**src/rtl/conv3x3_stream.sv**
```systemverilog
// Streaming 3x3 convolution over a raster-order frame: two line buffers feed a
// 3x3 window, a 9-tap signed MAC adds bias, then saturate and optional ReLU.
module conv3x3_stream #(
  parameter int DATA_WIDTH   = 8,
  parameter int WEIGHT_WIDTH = 8,
  parameter int OUT_WIDTH    = 20,
  parameter int IMG_WIDTH    = 28,
  parameter int IMG_HEIGHT   = 28,
  parameter int RELU         = 0
) (
  input  logic                           clk,
  input  logic                           rst_n,
  input  logic                           enable,
  input  logic signed [DATA_WIDTH-1:0]   data_in,
  input  logic                           valid_in,
  input  logic [9*WEIGHT_WIDTH-1:0]      weights,
  input  logic signed [OUT_WIDTH-1:0]    bias,
  output logic signed [OUT_WIDTH-1:0]    data_out,
  output logic                           valid_out,
  output logic                           frame_done
);

  localparam int CW    = (IMG_WIDTH  > 2) ? $clog2(IMG_WIDTH)  : 2;
  localparam int RW    = (IMG_HEIGHT > 2) ? $clog2(IMG_HEIGHT) : 2;
  localparam int PW    = DATA_WIDTH + WEIGHT_WIDTH;
  localparam int SUM_A = DATA_WIDTH + WEIGHT_WIDTH + 4;
  localparam int SUM_W = ((SUM_A > OUT_WIDTH) ? SUM_A : OUT_WIDTH) + 1;

  localparam logic [CW-1:0] COL_LAST = CW'(IMG_WIDTH - 1);
  localparam logic [RW-1:0] ROW_LAST = RW'(IMG_HEIGHT - 1);

  localparam logic signed [SUM_W-1:0] SAT_MAX =
    $signed({{(SUM_W-OUT_WIDTH+1){1'b0}}, {(OUT_WIDTH-1){1'b1}}});
  localparam logic signed [SUM_W-1:0] SAT_MIN =
    $signed({{(SUM_W-OUT_WIDTH+1){1'b1}}, {(OUT_WIDTH-1){1'b0}}});

  logic [CW-1:0]                  r_col;
  logic [RW-1:0]                  r_row;
  logic signed [DATA_WIDTH-1:0]   r_lb1 [IMG_WIDTH];
  logic signed [DATA_WIDTH-1:0]   r_lb2 [IMG_WIDTH];
  logic signed [DATA_WIDTH-1:0]   r_win [9];

  logic                           w_accept;
  logic                           w_col_last;
  logic                           w_row_last;
  logic                           w_in_window;
  logic signed [DATA_WIDTH-1:0]   w_win_nxt [9];
  logic signed [PW-1:0]           w_prod [9];
  logic signed [SUM_W-1:0]        w_sum;
  logic signed [OUT_WIDTH-1:0]    w_sat;
  logic signed [OUT_WIDTH-1:0]    w_result;

  assign w_accept    = enable & valid_in;
  assign w_col_last  = (r_col == COL_LAST);
  assign w_row_last  = (r_row == ROW_LAST);
  assign w_in_window = (r_row >= RW'(2)) && (r_col >= CW'(2));

  always_ff @(posedge clk or negedge rst_n) begin
    if (!rst_n) begin
      r_col <= '0;
      r_row <= '0;
    end else if (w_accept) begin
      if (w_col_last) begin
        r_col <= '0;
        r_row <= w_row_last ? '0 : r_row + 1'b1;
      end else begin
        r_col <= r_col + 1'b1;
      end
    end
  end

  // Line buffers are deliberately not reset; rows 0/1 of a frame never emit.
  always_ff @(posedge clk) begin
    if (w_accept) begin
      r_lb2[r_col] <= r_lb1[r_col];
      r_lb1[r_col] <= data_in;
    end
  end

  always_comb begin
    for (int ky = 0; ky < 3; ky++) begin
      w_win_nxt[3*ky]   = r_win[3*ky+1];
      w_win_nxt[3*ky+1] = r_win[3*ky+2];
    end
    w_win_nxt[2] = r_lb2[r_col];
    w_win_nxt[5] = r_lb1[r_col];
    w_win_nxt[8] = data_in;
  end

  always_ff @(posedge clk or negedge rst_n) begin
    if (!rst_n) begin
      for (int k = 0; k < 9; k++) r_win[k] <= '0;
    end else if (w_accept) begin
      for (int k = 0; k < 9; k++) r_win[k] <= w_win_nxt[k];
    end
  end

  // MAC runs on the post-shift window so the result is ready at the accepting edge.
  always_comb begin
    w_sum = SUM_W'(bias);
    for (int k = 0; k < 9; k++) begin
      w_prod[k] = PW'(w_win_nxt[k]) * PW'($signed(weights[k*WEIGHT_WIDTH +: WEIGHT_WIDTH]));
      w_sum     = w_sum + SUM_W'(w_prod[k]);
    end
  end

  always_comb begin
    if (w_sum > SAT_MAX) begin
      w_sat = SAT_MAX[OUT_WIDTH-1:0];
    end else if (w_sum < SAT_MIN) begin
      w_sat = SAT_MIN[OUT_WIDTH-1:0];
    end else begin
      w_sat = w_sum[OUT_WIDTH-1:0];
    end
    w_result = w_sat;
    if ((RELU != 0) && w_sat[OUT_WIDTH-1]) w_result = '0;
  end

  always_ff @(posedge clk or negedge rst_n) begin
    if (!rst_n) begin
      data_out   <= '0;
      valid_out  <= 1'b0;
      frame_done <= 1'b0;
    end else begin
      valid_out  <= 1'b0;
      frame_done <= 1'b0;
      if (w_accept && w_in_window) begin
        valid_out  <= 1'b1;
        data_out   <= w_result;
        frame_done <= w_col_last && w_row_last;
      end
    end
  end

endmodule
```
**config.mk**
```make
export PLATFORM = sky130hd
export DESIGN_NAME = conv3x3_stream
export DESIGN_NICKNAME = d
export VERILOG_FILES = /design/src/rtl/conv3x3_stream.sv
export SDC_FILE = /design/constraint.sdc
export NUM_CORES = 2
export LEC_CHECK = 0
export BUFFER_PORTS_ARGS = -buffer_cell sky130_fd_sc_hd__buf_4
export CAP_MARGIN = 40
export CORE_MARGIN = 8
export CORE_UTILIZATION = 40
export CTS_CLUSTER_SIZE = 40
export DETAILED_ROUTE_END_ITERATION = 6
export MAX_ROUTING_LAYER = met4
export PLACE_DENSITY = 0.54
export SLEW_MARGIN = 20
export SYNTH_ARGS = -nofsm -noshare
export SYNTH_HDL_FRONTEND = slang
export SYNTH_SLANG_ARGS = --single-unit
```
**constraint.sdc**
```tcl
create_clock -name clk -period 11.8 [get_ports clk]
set_input_delay 2.36 -clock clk [delete_from_list [all_inputs] [get_ports clk]]
set_output_delay 2.36 -clock clk [all_outputs]
set_load 0.05 [all_outputs]
```
==> results.toml <==
[detailed_routing]
routed_via_density = 4.91
wire_per_inst_um = 22.0
vias = 26800
drt-pass1-iter-count = 5
ant_nets = 0
drt-total-wl_um = 120000
drt_iter0_drc = 1575
drc = 0

[synth]
synth_cell_type_count = 53
synth_area_mm2 = 0.0466
seq_area_frac_synth = 0.332
syn_avg_cell_area_um2 = 12.4
synthCells = 3742
ys.flop_type = "edfxtp_1"
synth_seq_cells = 528
synth-edff-count = 448
async_flop_share = 0.152
synth_warnings = 0
synth_nets = 4861

[timing]
finalCritPeriodShare = 0.914
finalSetupViolations = 0
hold_viol_final = 0
fin_worst_skew_ns = 0.0248
tightest_slew_ns = 0.784
fin_crit_ns = 10.78
relSlewSlack = 0.478
fin_setup_tns_ns = 0
fmax_mhz = 92.8
holdWs_ns = 0.520
final_max_slew_viol_count = 0
rsz0062_at_grt = "false"

[critical_path]
worstSetupStartpointType = "flip-flop"
worstPathMaxFanout = 25
crit_type = "flip-flop to flip-flop"
arrival_ns = 11.27
crit_top_cell = "fa_1"
critPathMaxStageDelay_ns = 0.64
end_kind = "flip-flop"
required_ns = 12.29
slowest_stage = "dfrtp_4"

[placement]
gp_congestion = 0.904
portBuffers = 125
dp_hpwl_um = 98800

[final_layout]
final_cell_mix = "inv_1 (920), fa_1 (821), edfxtp_1 (448)"
final_common_cell = "inv_1"
nNetsFinal = 5004
area_growth_pct = 11.0
drive_gt1_frac = 0.110

[hold_path]
min_path_type = "flip-flop to flip-flop"

[cts]
clk_pin_slew_ns = 0.06
cts_resized = 0
ctsRootBufferMaster = "clkbuf_16"
htreeDepth = 2
cts_sinks = 528
cts_tree = "yes"
worstSkewPairLatency_ns = 0.65
postCtsHoldBufs = 0
clk_path_buf_depth = 3
postCtsSetupBuffers = 0
numCtsBuffers = 59

[grt]
antenna_found_initial = 7
grt_usage = 0.201
grt_max_degree = 45
grt_pass1_vias = 30000
gr-total-overflow = 0
grt_pass1_wl_um = 188000

[outcome]
status = "finished, final reports clean"

[floorplanning]
rows = 125
die_w_um = 357
die_height_um = 357
die_area_mm2 = 0.128
start_util = 0.402
core_area_mm2 = 0.116
io_pins = 126

[run]
maxCapViolCount = 0
==> layout make-up <==
type / instances / area, um^2
Multi-Input combinational cell: 2177 / 27200
Fill cell: 10700 / 64200
Sequential cell: 528 / 15500
Timing Repair Buffer: 195 / 1830
Tap cell: 1524 / 1910
Clock buffer: 74 / 1540
Inverter: 924 / 3470
Antenna cell: 7 / 17.5
Clock inverter: 26 / 280
==> routing by layer <==
layer	vias up	wire, um	track usage
met5	-	0	-
met1	14300	52600	0.269
met2	500	59100	0.329
li1	11900	-	-
met3	130	4890	0.0239
met4	0	3460	0.0505
==> Yosys cell counts, types with 6 or more instances <==
| cell | n | area [um^2] |
|---|---|---|
| buf_4 | 13 | 97.6 |
| nor2b_1 | 30 | 188 |
| buf_2 | 9 | 45.0 |
| ha_1 | 194 | 2430 |
| mux2_2 | 12 | 135 |
| clkbuf_1 | 81 | 304 |
| xor2_1 | 6 | 52.6 |
| edfxtp_1 | 448 | 13500 |
| inv_1 | 920 | 3450 |
| fa_1 | 821 | 16400 |
| nand2b_1 | 27 | 169 |
| nor3_1 | 12 | 60.1 |
| dfrtp_1 | 80 | 2000 |
| a21o_1 | 8 | 60.1 |
| buf_1 | 7 | 26.3 |
| o21ai_0 | 60 | 300 |
| mux2i_1 | 28 | 280 |
| a21oi_1 | 37 | 185 |
| mux4_2 | 122 | 2750 |
| nand2_1 | 442 | 1660 |
| and2_1 | 280 | 1750 |
| xnor2_1 | 23 | 201 |
| nand3_1 | 8 | 40.0 |
| nor2_1 | 16 | 60.1 |
==> final timing paths <==
check                              from           end  slack [ns]  depth (start not counted)
setup / recovery               r_col[0]   data_out[7]        1.02                         30
hold / removal             data_out[15]  data_out[15]        0.52                          2
setup reg to reg               r_col[0]   data_out[7]        1.02                         30
hold reg to reg            data_out[15]  data_out[15]        0.52                          2
max in group asynchronous         rst_n     r_win[13]        9.13                          3
min in group asynchronous         rst_n     r_win[61]        1.67                          1
==> through the flow <==
stage | setup slack (ns) | instance area [um^2] | util | instances
floorplan | 1.86 | 46600 | - | 3742
detailed placement | 0.622 | 49800 | 0.430 | 5347
global placement | 0.735 | 49300 | 0.425 | 5314
global route | 0.458 | 51700 | 0.446 | 5454
finish | 1.02 | 51700 | 0.446 | 5455
CTS | 0.971 | 51600 | 0.446 | 5447
==> kinds of logic (layout without fill, tap and decap cells) <==
family	Yosys count	after routing	synth area share
AOI/OAI and AO/OA	135	135	0.0172
xor gates and xnor gates	29	29	0.00545
adders and majority gates	1015	1015	0.405
buffers and inverters	1037	1219	0.0852
DFF	528	528	0.332
muxes	162	162	0.0679
other	0	7	0
and+or+nand+nor	836	836	0.0876
==> critical path, delay by kind of cell (launching register included) <==
| kind | cells | cell delay (ns) |
|---|---|---|
| AOI/OAI and AO/OA | 7 | 1.90 |
| adders and majority gates | 11 | 5.39 |
| buffers and inverters | 7 | 1.05 |
| DFF | 1 | 0.64 |
| muxes | 3 | 1.21 |
| and+or+nand+nor | 2 | 0.40 |
==> registers in the layout (all words and copies together), names as in the netlist <==
name / count
valid_out: 1
r_lb2: 224
r_row: 5
r_win: 48
r_col: 5
r_lb1: 224
frame_done: 1
data_out: 20
Power is left out: the tool's default activity adds up to more than one toggle a clock period on the data nets, which glitch-free logic cannot reach.
